### src/rtl/nvp_ctrl_regfile_if.sv
// AXI-Lite control bus between the PS/host master and the NVP register bank.
interface nvp_ctrl_regfile_if #(
    parameter int unsigned ADDR_WIDTH = 8,
    parameter int unsigned DATA_WIDTH = 32
);
    localparam int unsigned STRB_WIDTH = DATA_WIDTH / 8;

    logic [ADDR_WIDTH-1:0] AWADDR;
    logic                  AWVALID;
    logic                  AWREADY;
    logic [DATA_WIDTH-1:0] WDATA;
    logic [STRB_WIDTH-1:0] WSTRB;
    logic                  WVALID;
    logic                  WREADY;
    logic [1:0]            BRESP;
    logic                  BVALID;
    logic                  BREADY;
    logic [ADDR_WIDTH-1:0] ARADDR;
    logic                  ARVALID;
    logic                  ARREADY;
    logic [DATA_WIDTH-1:0] RDATA;
    logic [1:0]            RRESP;
    logic                  RVALID;
    logic                  RREADY;

    modport master (
        output AWADDR, AWVALID, WDATA, WSTRB, WVALID, BREADY, ARADDR, ARVALID, RREADY,
        input  AWREADY, WREADY, BRESP, BVALID, ARREADY, RDATA, RRESP, RVALID
    );

    modport slave (
        input  AWADDR, AWVALID, WDATA, WSTRB, WVALID, BREADY, ARADDR, ARVALID, RREADY,
        output AWREADY, WREADY, BRESP, BVALID, ARREADY, RDATA, RRESP, RVALID
    );
endinterface

### src/rtl/nvp_ctrl_regfile.sv
// NVP control/status register bank behind an AXI-Lite slave.
// Define NVP_CTRL_STAT_STICKY_EN for sticky, write-1-to-clear status registers.
module nvp_ctrl_regfile #(
    parameter int unsigned C_S_AXI_DATA_WIDTH = 32,
    parameter int unsigned C_S_AXI_ADDR_WIDTH = 8,
    parameter int unsigned N_CTRL             = 8,
    parameter int unsigned N_STAT             = 4,
    parameter logic [C_S_AXI_DATA_WIDTH-1:0] CTRL_RST_VAL = 32'h0
) (
    input  logic                                 S_AXI_ACLK,
    input  logic                                 S_AXI_ARESET,
    nvp_ctrl_regfile_if.slave                    s_axi,
    output logic [N_CTRL*C_S_AXI_DATA_WIDTH-1:0] ctrl_o,
    output logic [N_CTRL-1:0]                    ctrl_wr_pulse_o,
    input  logic [N_STAT*C_S_AXI_DATA_WIDTH-1:0] stat_i
);
    localparam int unsigned DW     = C_S_AXI_DATA_WIDTH;
    localparam int unsigned SW     = DW / 8;
    localparam int unsigned IDX_W  = C_S_AXI_ADDR_WIDTH - 2;
    localparam int unsigned N_REGS = N_CTRL + N_STAT;
    localparam logic [1:0]  RESP_OKAY   = 2'b00;
    localparam logic [1:0]  RESP_SLVERR = 2'b10;

    typedef enum logic [1:0] {W_IDLE = 2'd0, W_RESP = 2'd1, W_BUSY = 2'd2} wstate_e;

    wstate_e           state_q, state_d;
    logic              aw_held_q, aw_held_d, w_held_q, w_held_d;
    logic [IDX_W-1:0]  aw_idx_q, aw_idx_d;
    logic [DW-1:0]     wdata_q, wdata_d;
    logic [SW-1:0]     wstrb_q, wstrb_d;
    logic              awready_q, awready_d, wready_q, wready_d, bvalid_q, bvalid_d;
    logic [1:0]        bresp_q, bresp_d;
    logic              aw_hs_c, w_hs_c, commit_c;
    logic [IDX_W-1:0]  aw_idx_c, cm_idx_c, ar_idx_c;
    logic [DW-1:0]     cm_data_c;
    logic [SW-1:0]     cm_strb_c;
    logic [N_CTRL-1:0][DW-1:0] ctrl_words;
    logic [N_STAT-1:0][DW-1:0] stat_word_c;
    logic              unused_addr_lsb;

    assign aw_hs_c   = s_axi.AWVALID & awready_q;
    assign w_hs_c    = s_axi.WVALID & wready_q;
    assign aw_idx_c  = s_axi.AWADDR[C_S_AXI_ADDR_WIDTH-1:2];
    assign ar_idx_c  = s_axi.ARADDR[C_S_AXI_ADDR_WIDTH-1:2];
    assign unused_addr_lsb = ^{s_axi.AWADDR[1:0], s_axi.ARADDR[1:0]};

    // Write FSM: W_BUSY is the post-reset settle state before the readies open.
    always_comb begin
        state_d   = state_q;
        aw_held_d = aw_held_q;
        w_held_d  = w_held_q;
        aw_idx_d  = aw_idx_q;
        wdata_d   = wdata_q;
        wstrb_d   = wstrb_q;
        awready_d = 1'b0;
        wready_d  = 1'b0;
        bvalid_d  = bvalid_q;
        bresp_d   = bresp_q;
        commit_c  = 1'b0;
        cm_idx_c  = aw_held_q ? aw_idx_q : aw_idx_c;
        cm_data_c = w_held_q ? wdata_q : s_axi.WDATA;
        cm_strb_c = w_held_q ? wstrb_q : s_axi.WSTRB;
        unique case (state_q)
            W_BUSY: begin
                state_d   = W_IDLE;
                awready_d = 1'b1;
                wready_d  = 1'b1;
            end
            W_IDLE: begin
                if (aw_hs_c) begin
                    aw_held_d = 1'b1;
                    aw_idx_d  = aw_idx_c;
                end
                if (w_hs_c) begin
                    w_held_d = 1'b1;
                    wdata_d  = s_axi.WDATA;
                    wstrb_d  = s_axi.WSTRB;
                end
                if (aw_held_d && w_held_d) begin
                    commit_c = 1'b1;
                    state_d  = W_RESP;
                    bvalid_d = 1'b1;
                    bresp_d  = (cm_idx_c >= IDX_W'(N_REGS)) ? RESP_SLVERR : RESP_OKAY;
                end else begin
                    awready_d = !aw_held_d;
                    wready_d  = !w_held_d;
                end
            end
            W_RESP: begin
                if (s_axi.BREADY) begin
                    bvalid_d  = 1'b0;
                    aw_held_d = 1'b0;
                    w_held_d  = 1'b0;
                    awready_d = 1'b1;
                    wready_d  = 1'b1;
                    state_d   = W_IDLE;
                end
            end
            default: state_d = W_BUSY;
        endcase
    end

    always_ff @(posedge S_AXI_ACLK or posedge S_AXI_ARESET) begin
        if (S_AXI_ARESET) begin
            state_q   <= W_BUSY;
            aw_held_q <= 1'b0;
            w_held_q  <= 1'b0;
            aw_idx_q  <= '0;
            wdata_q   <= '0;
            wstrb_q   <= '0;
            awready_q <= 1'b0;
            wready_q  <= 1'b0;
            bvalid_q  <= 1'b0;
            bresp_q   <= RESP_OKAY;
        end else begin
            state_q   <= state_d;
            aw_held_q <= aw_held_d;
            w_held_q  <= w_held_d;
            aw_idx_q  <= aw_idx_d;
            wdata_q   <= wdata_d;
            wstrb_q   <= wstrb_d;
            awready_q <= awready_d;
            wready_q  <= wready_d;
            bvalid_q  <= bvalid_d;
            bresp_q   <= bresp_d;
        end
    end

    // Control registers, stored per byte lane so strobes map directly to enables.
    for (genvar k = 0; k < N_CTRL; k++) begin : g_ctrl
        logic sel_c;
        logic pulse_q;
        assign sel_c = commit_c && (cm_idx_c == IDX_W'(k));
        always_ff @(posedge S_AXI_ACLK or posedge S_AXI_ARESET) begin
            if (S_AXI_ARESET) pulse_q <= 1'b0;
            else              pulse_q <= sel_c;
        end
        assign ctrl_wr_pulse_o[k] = pulse_q;
        for (genvar b = 0; b < SW; b++) begin : g_byte
            logic [7:0] byte_q;
            always_ff @(posedge S_AXI_ACLK or posedge S_AXI_ARESET) begin
                if (S_AXI_ARESET)                byte_q <= CTRL_RST_VAL[8*b +: 8];
                else if (sel_c && cm_strb_c[b]) byte_q <= cm_data_c[8*b +: 8];
            end
            assign ctrl_words[k][8*b +: 8] = byte_q;
        end
    end
    assign ctrl_o = ctrl_words;

`ifdef NVP_CTRL_STAT_STICKY_EN
    // Sticky status: new set bits win over a same-cycle write-1-to-clear.
    logic [N_STAT-1:0][DW-1:0] stat_q, stat_clr_c;
    logic [DW-1:0]             strb_mask_c;
    for (genvar b = 0; b < SW; b++) begin : g_mask
        assign strb_mask_c[8*b +: 8] = {8{cm_strb_c[b]}};
    end
    for (genvar s = 0; s < N_STAT; s++) begin : g_clr
        assign stat_clr_c[s] = (commit_c && (cm_idx_c == IDX_W'(N_CTRL + s))) ?
                               (cm_data_c & strb_mask_c) : '0;
    end
    always_ff @(posedge S_AXI_ACLK or posedge S_AXI_ARESET) begin
        if (S_AXI_ARESET) stat_q <= '0;
        else              stat_q <= (stat_q & ~stat_clr_c) | stat_i;
    end
    assign stat_word_c = stat_q;
`else
    assign stat_word_c = stat_i;
`endif

    // Read mux as a one-hot AND-OR over every mapped word.
    logic [N_REGS-1:0]         rd_hit_c;
    logic [N_REGS-1:0][DW-1:0] rd_src_c;
    logic [DW-1:0][N_REGS-1:0] rd_masked_c;
    logic [DW-1:0]             rd_word_c;
    for (genvar r = 0; r < N_REGS; r++) begin : g_rd
        assign rd_hit_c[r] = (ar_idx_c == IDX_W'(r));
        if (r < N_CTRL) begin : g_c
            assign rd_src_c[r] = ctrl_words[r];
        end else begin : g_s
            assign rd_src_c[r] = stat_word_c[r - N_CTRL];
        end
        for (genvar j = 0; j < DW; j++) begin : g_bit
            assign rd_masked_c[j][r] = rd_hit_c[r] & rd_src_c[r][j];
        end
    end
    for (genvar j = 0; j < DW; j++) begin : g_or
        assign rd_word_c[j] = |rd_masked_c[j];
    end

    logic          arready_q, rvalid_q, rvalid_d, ar_hs_c;
    logic [DW-1:0] rdata_q;
    logic [1:0]    rresp_q;

    assign ar_hs_c = s_axi.ARVALID & arready_q;

    always_comb begin
        rvalid_d = rvalid_q;
        if (ar_hs_c)                     rvalid_d = 1'b1;
        else if (rvalid_q && s_axi.RREADY) rvalid_d = 1'b0;
    end

    always_ff @(posedge S_AXI_ACLK or posedge S_AXI_ARESET) begin
        if (S_AXI_ARESET) begin
            arready_q <= 1'b0;
            rvalid_q  <= 1'b0;
            rdata_q   <= '0;
            rresp_q   <= RESP_OKAY;
        end else begin
            arready_q <= !rvalid_d;
            rvalid_q  <= rvalid_d;
            if (ar_hs_c) begin
                rdata_q <= rd_word_c;
                rresp_q <= (ar_idx_c >= IDX_W'(N_REGS)) ? RESP_SLVERR : RESP_OKAY;
            end
        end
    end

    assign s_axi.AWREADY = awready_q;
    assign s_axi.WREADY  = wready_q;
    assign s_axi.BVALID  = bvalid_q;
    assign s_axi.BRESP   = bresp_q;
    assign s_axi.ARREADY = arready_q;
    assign s_axi.RVALID  = rvalid_q;
    assign s_axi.RDATA   = rdata_q;
    assign s_axi.RRESP   = rresp_q;
endmodule

### src/flat_wrapper.sv
// flat-port wrapper written by rule: the top's interface ports become plain ports
module nvp_ctrl_regfile_flat 
#(
    parameter int unsigned C_S_AXI_DATA_WIDTH = 32,
    parameter int unsigned C_S_AXI_ADDR_WIDTH = 8,
    parameter int unsigned N_CTRL             = 8,
    parameter int unsigned N_STAT             = 4,
    parameter logic [C_S_AXI_DATA_WIDTH-1:0] CTRL_RST_VAL = 32'h0
)
  (S_AXI_ACLK, S_AXI_ARESET, ctrl_o, ctrl_wr_pulse_o, stat_i, s_axi_AWADDR, s_axi_AWVALID, s_axi_WDATA, s_axi_WSTRB, s_axi_WVALID, s_axi_BREADY, s_axi_ARADDR, s_axi_ARVALID, s_axi_RREADY, s_axi_AWREADY, s_axi_WREADY, s_axi_BRESP, s_axi_BVALID, s_axi_ARREADY, s_axi_RDATA, s_axi_RRESP, s_axi_RVALID);
  nvp_ctrl_regfile_if #(.ADDR_WIDTH(8), .DATA_WIDTH(32)) s_axi_i ();
  input  logic S_AXI_ACLK;
  input  logic S_AXI_ARESET;
  output logic [N_CTRL*C_S_AXI_DATA_WIDTH-1:0] ctrl_o;
  output logic [N_CTRL-1:0] ctrl_wr_pulse_o;
  input  logic [N_STAT*C_S_AXI_DATA_WIDTH-1:0] stat_i;
  input wire logic [$bits(s_axi_i.AWADDR)-1:0] s_axi_AWADDR;
  input wire logic [$bits(s_axi_i.AWVALID)-1:0] s_axi_AWVALID;
  input wire logic [$bits(s_axi_i.WDATA)-1:0] s_axi_WDATA;
  input wire logic [$bits(s_axi_i.WSTRB)-1:0] s_axi_WSTRB;
  input wire logic [$bits(s_axi_i.WVALID)-1:0] s_axi_WVALID;
  input wire logic [$bits(s_axi_i.BREADY)-1:0] s_axi_BREADY;
  input wire logic [$bits(s_axi_i.ARADDR)-1:0] s_axi_ARADDR;
  input wire logic [$bits(s_axi_i.ARVALID)-1:0] s_axi_ARVALID;
  input wire logic [$bits(s_axi_i.RREADY)-1:0] s_axi_RREADY;
  output wire logic [$bits(s_axi_i.AWREADY)-1:0] s_axi_AWREADY;
  output wire logic [$bits(s_axi_i.WREADY)-1:0] s_axi_WREADY;
  output wire logic [$bits(s_axi_i.BRESP)-1:0] s_axi_BRESP;
  output wire logic [$bits(s_axi_i.BVALID)-1:0] s_axi_BVALID;
  output wire logic [$bits(s_axi_i.ARREADY)-1:0] s_axi_ARREADY;
  output wire logic [$bits(s_axi_i.RDATA)-1:0] s_axi_RDATA;
  output wire logic [$bits(s_axi_i.RRESP)-1:0] s_axi_RRESP;
  output wire logic [$bits(s_axi_i.RVALID)-1:0] s_axi_RVALID;
  assign s_axi_i.AWADDR = s_axi_AWADDR;
  assign s_axi_i.AWVALID = s_axi_AWVALID;
  assign s_axi_i.WDATA = s_axi_WDATA;
  assign s_axi_i.WSTRB = s_axi_WSTRB;
  assign s_axi_i.WVALID = s_axi_WVALID;
  assign s_axi_i.BREADY = s_axi_BREADY;
  assign s_axi_i.ARADDR = s_axi_ARADDR;
  assign s_axi_i.ARVALID = s_axi_ARVALID;
  assign s_axi_i.RREADY = s_axi_RREADY;
  assign s_axi_AWREADY = s_axi_i.AWREADY;
  assign s_axi_WREADY = s_axi_i.WREADY;
  assign s_axi_BRESP = s_axi_i.BRESP;
  assign s_axi_BVALID = s_axi_i.BVALID;
  assign s_axi_ARREADY = s_axi_i.ARREADY;
  assign s_axi_RDATA = s_axi_i.RDATA;
  assign s_axi_RRESP = s_axi_i.RRESP;
  assign s_axi_RVALID = s_axi_i.RVALID;
  nvp_ctrl_regfile #(.C_S_AXI_DATA_WIDTH(C_S_AXI_DATA_WIDTH), .C_S_AXI_ADDR_WIDTH(C_S_AXI_ADDR_WIDTH), .N_CTRL(N_CTRL), .N_STAT(N_STAT), .CTRL_RST_VAL(CTRL_RST_VAL)) u_core (.S_AXI_ACLK(S_AXI_ACLK), .S_AXI_ARESET(S_AXI_ARESET), .s_axi(s_axi_i), .ctrl_o(ctrl_o), .ctrl_wr_pulse_o(ctrl_wr_pulse_o), .stat_i(stat_i));
endmodule
### config.mk
export PLATFORM = sky130hd
export DESIGN_NAME = nvp_ctrl_regfile_flat
export DESIGN_NICKNAME = d
export VERILOG_FILES = /design/src/rtl/nvp_ctrl_regfile_if.sv /design/src/rtl/nvp_ctrl_regfile.sv /design/src/flat_wrapper.sv
export SDC_FILE = /design/constraint.sdc
export NUM_CORES = 1
export LEC_CHECK = 0
export BUFFER_PORTS_ARGS = -buffer_cell sky130_fd_sc_hd__buf_2
export CAP_MARGIN = 20
export CELL_PAD_IN_SITES_DETAIL_PLACEMENT = 1
export CELL_PAD_IN_SITES_GLOBAL_PLACEMENT = 1
export CORE_MARGIN = 2
export CORE_UTILIZATION = 42
export CTS_CLUSTER_DIAMETER = 40
export DETAILED_ROUTE_END_ITERATION = 6
export GPL_ROUTABILITY_DRIVEN = 0
export PLACE_DENSITY = 0.76
export SLEW_MARGIN = 25
export SYNTH_ARGS = -nofsm -noshare
export SYNTH_HDL_FRONTEND = slang
export SYNTH_SLANG_ARGS = --single-unit
### constraint.sdc
create_clock -name S_AXI_ACLK -period 14.05 [get_ports S_AXI_ACLK]
set_input_delay 2.1075 -clock S_AXI_ACLK [delete_from_list [all_inputs] [get_ports S_AXI_ACLK]]
set_output_delay 2.1075 -clock S_AXI_ACLK [all_outputs]
set_load 0.02 [all_outputs]
Word-level counts from Yosys, hierarchy flattened

Cells that the tools add are included.
Widths: inputs -> output; s select.

Bits in registers: 351
Input bits: 187
Output and inout bits: 305
Word-level logic and storage cells: 578

Magnitude comparators: 2
Eq/ne operators: 22
Muxes and demuxes: 26
Bitwise operators: 387
Reduce and logical (&&, ||, !) cells: 87

Operators by type and width:

| kind               | number |
|---|---|
| $and 1x1->1        | 387 |
| $reduce_or 12->1   | 32 |
| $eq 6x3->1 const B | 8 |
| $logic_and 1x1->1  | 42 |
| $mux 32            | 1 |
| $eq 6x2->1 const B | 4 |
| $eq 6x4->1 const B | 4 |
| $mux 1             | 13 |
| $eq 6x1->1 const B | 2 |
| $ge 6x4->1 const B | 2 |
| $logic_not 6->1    | 2 |
| $reduce_and 2->1   | 5 |
| $mux 2             | 4 |
| $mux 6             | 1 |
| $pmux 1 s2         | 3 |
| $pmux 1 s3         | 2 |
| $pmux 2 s3         | 1 |
| $mux 4             | 1 |
| $logic_not 1->1    | 3 |
| $reduce_and 3->1   | 1 |
| $eq 2x1->1 const B | 1 |
| $eq 2x2->1 const B | 1 |
| $logic_not 2->1    | 1 |
| $ne 2x1->1 const B | 1 |
| other kinds (2)    | 2 |

Depth between registers and ports, before layout

Depth after elaboration: 8
Depth in mapped cells: 7
Gate-level depth less buffers: 4

Least setup slack after synthesis

No wires, ideal clock.

Path type: input to register
Start point: input s_axi_ARADDR[2]
End point: register u_core.rdata_q[16], in the netlist u_core.s_axi.RDATA[16]
Library setup time: 127 ps
Arrival: 3723 ps
Required time: 13923 ps
Slack: 10200 ps
Stages on the path: 5
Buffers on the path: 2
Cells stage by stage: clkbuf_1 > buf_1 > mux4_2 > a22oi_1 > a21oi_1

Cells in the longest elaborated chain, start to end: 3
Elaborated cells on any way between the ends: 25
Those cells by class: eq/ne (11); bitwise (12); reduce/logical (2)

RTL lines:

| what                                     | RTL line                | RTL |
|---|---|---|
| start: declaration                       | flat_wrapper.sv:23      | `input wire logic [$bits(s_axi_i.ARADDR)-1:0] s_axi_ARADDR;` |
| $eq 6x1->1, or another cell as far along | nvp_ctrl_regfile.sv:176 | `assign rd_hit_c[r] = (ar_idx_c == IDX_W'(r));` |
| $and 1x1->1                              | nvp_ctrl_regfile.sv:183 | `assign rd_masked_c[j][r] = rd_hit_c[r] & rd_src_c[r][j];` |
| $reduce_or 12->1 *                       | nvp_ctrl_regfile.sv:187 | `assign rd_word_c[j] = \|rd_masked_c[j];` |
| end signal: assignment                   | nvp_ctrl_regfile.sv:212 | `rdata_q <= rd_word_c;` |
| end: declaration                         | nvp_ctrl_regfile.sv:191 | `logic [DW-1:0] rdata_q;` |

Every way passes the cells marked *; elsewhere a longest branch is shown, timed or not.
A chain may end at the register's enable or synchronous reset.

==> impl_metrics.env <==
export IMPL_io_pins=492
export IMPL_grt_max_degree=131
export IMPL_holdPathStages=1
export IMPL_row_count=73
export IMPL_cts_clk_slew_worst_paths_ps=50
export IMPL_vias=12700
export IMPL_stdcell_count=2198
export IMPL_grt_antenna_before_repair=5
export IMPL_drive_gt1_share_pct=63.6
export IMPL_power_leakage_uw=0.0110
export IMPL_relSlewSlack_pct=26.4
export IMPL_die_area_um2=41800
export IMPL_grt_usage_pct=30.2
export IMPL_start_util_pct=42.5
export IMPL_htree_levels=2
export IMPL_clock_sinks=349
export IMPL_final_min_clock_period_ps=3960
export IMPL_cts_root_buffer="clkbuf_16"
export IMPL_drtAntennaViolNets=0
export IMPL_fmax_ghz=0.252
export IMPL_die_h_um=205
export IMPL_cts_tree="yes"
export IMPL_area_delta_synth_final_pct=29.4
export IMPL_die_w_um=205
export IMPL_hold_viol_final=0
export IMPL_ys_flop_type="dfrtp_1"
export IMPL_slew_viol_final=0
export IMPL_clk_latency_ps=600
export IMPL_wire_per_inst_um=28.7
export IMPL_fin_skew_ps=19.4
export IMPL_rsz0062_at_grt="false"
export IMPL_arrival_ps=4600
export IMPL_cts_hold_buffers_added=0
export IMPL_wirelength_um=63100
export IMPL_crit_required_ps=14690
export IMPL_nets=1812
export IMPL_syn_area_um2=16900
export IMPL_layout_commonest_cell="buf_2"
export IMPL_synth_edf_count=0
export IMPL_setup_tns_ps=0
export IMPL_async_flop_share_pct=100
export IMPL_drv_cap=0
export IMPL_period_share_pct=28.2
export IMPL_grt_pass1_vias=14100
export IMPL_tightest_slew_ps=1100
export IMPL_synth_cell_types=60
export IMPL_dp_cells=2090
export IMPL_synthCells=1135
export IMPL_ir_drop_mv=0.117
export IMPL_clockBufferDepth=3
export IMPL_layout_common_cells="buf_2, dfrtp_1, mux2_2"
export IMPL_first_pass_iters=4
export IMPL_drc=0
export IMPL_cts_made_buffers=58
export IMPL_worst_setup_path_start_kind="primary input"
export IMPL_power_density_nw_per_um2=215
export IMPL_outcome="finished, final reports clean"
export IMPL_critPathMaxFanout=130
export IMPL_dp_hpwl_um=43100
export IMPL_ys_ff_latch=349
export IMPL_grt_pass1_wl_um=92800
export IMPL_ctsResizeCount=0
export IMPL_reg2reg_depth=5
export IMPL_yosysSeqAreaShare_pct=51.7
export IMPL_syn_area_per_cell_um2=14.9
export IMPL_cp_end_kind="asynchronous set/reset pin"
export IMPL_core_area_um2=39700
export IMPL_grt_overflow=0
export IMPL_final_util_pct=55.0
export IMPL_ys_warn_count=0
export IMPL_min_path_type="reg2reg"
export IMPL_setup_viol=0
export IMPL_post_cts_buffers=0
export IMPL_viasPerCell=5.78
export IMPL_drt_initial_drc_count=686
export IMPL_critPathKind="in2async"
export IMPL_portBuffers=485
-- state kept, by name (all words and copies together), names as in the netlist --
register and flops:
u_core.aw_idx_q 6, u_core.s_axi.ARREADY 1, u_core.g_ctrl.pulse_q 8, u_core.s_axi.RVALID 1, u_core.state_q 2, u_core.s_axi.BRESP 1, u_core.aw_held_q 1, u_core.wdata_q 32
u_core.s_axi.WREADY 1, u_core.s_axi.AWREADY 1, u_core.s_axi.RDATA 32, u_core.s_axi.RRESP 1, u_core.s_axi.BVALID 1, u_core.g_ctrl.g_byte.byte_q 256, u_core.wstrb_q 4, u_core.w_held_q 1
-- final timing paths --
path,startpoint,endpoint,slack [ps]
setup / recovery,S_AXI_ARESET,u_core.s_axi.RDATA[1]$_DFFE_PP0P_,10090
hold / removal,u_core.wdata_q[5]$_DFFE_PP0P_,u_core.wdata_q[5]$_DFFE_PP0P_,500
setup reg to reg,u_core.w_held_q$_DFFE_PP0P_,u_core.g_ctrl[4].g_byte[0].byte_q[1]$_DFFE_PP0P_,10780
hold reg to reg,u_core.wdata_q[5]$_DFFE_PP0P_,u_core.wdata_q[5]$_DFFE_PP0P_,500
max in group S_AXI_ACLK,s_axi_AWADDR[4],u_core.g_ctrl[5].g_byte[0].byte_q[7]$_DFFE_PP0P_,10100
min in group asynchronous,S_AXI_ARESET,u_core.wdata_q[19]$_DFFE_PP0P_,1610
-- synth_stat cells (all sizes together), types with 2 or more instances --
master | n | area (um^2)
a211oi | 3 | 22.5
a21o | 4 | 30.0
a21oi | 55 | 279
a221oi | 2 | 17.5
a22o | 5 | 43.8
a22oi | 32 | 240
a31oi | 11 | 68.8
a32oi | 2 | 17.5
and2 | 10 | 62.6
and3 | 3 | 18.8
buf | 37 | 215
clkbuf | 34 | 128
dfrtp | 348 | 8710
inv | 5 | 18.8
mux2 | 347 | 3940
mux2i | 13 | 130
mux4 | 79 | 1780
nand2 | 12 | 45.0
nand2b | 4 | 25.0
nand3 | 2 | 10.0
nand3b | 5 | 37.5
nand4 | 13 | 81.3
nor2 | 46 | 180
nor2b | 4 | 25.0
nor3 | 5 | 36.3
nor3b | 2 | 26.3
nor4 | 16 | 325
nor4b | 5 | 104
o211ai | 2 | 28.8
o21a | 3 | 22.5
o21ai | 5 | 25.0
o22ai | 3 | 31.3
o2bb2ai | 4 | 35.0
or4b | 2 | 20.0
-- power by group --
| group | total [uW] | leakage, uW | internal [uW] | switching, uW |
|---|---|---|---|---|
| clock network | 1490 | 0.000982 | 971 | 515 |
| logic | 1630 | 0.00538 | 645 | 985 |
| registers | 1590 | 0.00466 | 1330 | 260 |
| total | 4700 | 0.0110 | 2940 | 1760 |
-- routing by layer --
layer / track usage, % / vias up / wire length [um]
met5: 0 / - / 11
met4: 11.3 / 2 / 2090
met3: 7.64 / 119 / 4330
met2: 51.5 / 513 / 31800
met1: 37.1 / 6736 / 24900
li1: - / 5336 / -
-- stage by stage --
step	power, uW	worst slack (ps)	area [um^2]	hold slack [ps]
5_1_grt	4900	9750	21900	513
6_report	4700	10090	21900	501
4_1_cts	4730	9690	21800	504
3_5_place_dp	3210	9040	19800	492
3_3_place_gp	3150	9120	19800	460
2_1_floorplan	2590	2270	16900	475
-- kinds of logic (layout without fill, tap and decap cells) --
group | after synthesis | in the layout | synth area share (%)
compound gates | 138 | 138 | 5.48
buf+inv | 76 | 609 | 2.14
flops | 349 | 349 | 51.7
mux | 439 | 439 | 34.6
other cells | 1 | 6 | 0.0222
simple gates | 132 | 132 | 6.02
-- critical path, cell delays in order --
cell	delay (ps)
buf_2	130
inv_8	510
buf_4	860
buf_6	670
-- cell type report --
class,instances,area [um^2]
Antenna cell,4,10.0
Clock buffer,75,1650
Clock inverter,29,389
Fill cell,4069,17900
Inverter,5,26.3
Multi-Input combinational cell,711,7820
Sequential cell,349,8740
Tap cell,525,657
Timing Repair Buffer,500,2560
Power figures use the tool's default switching activity.
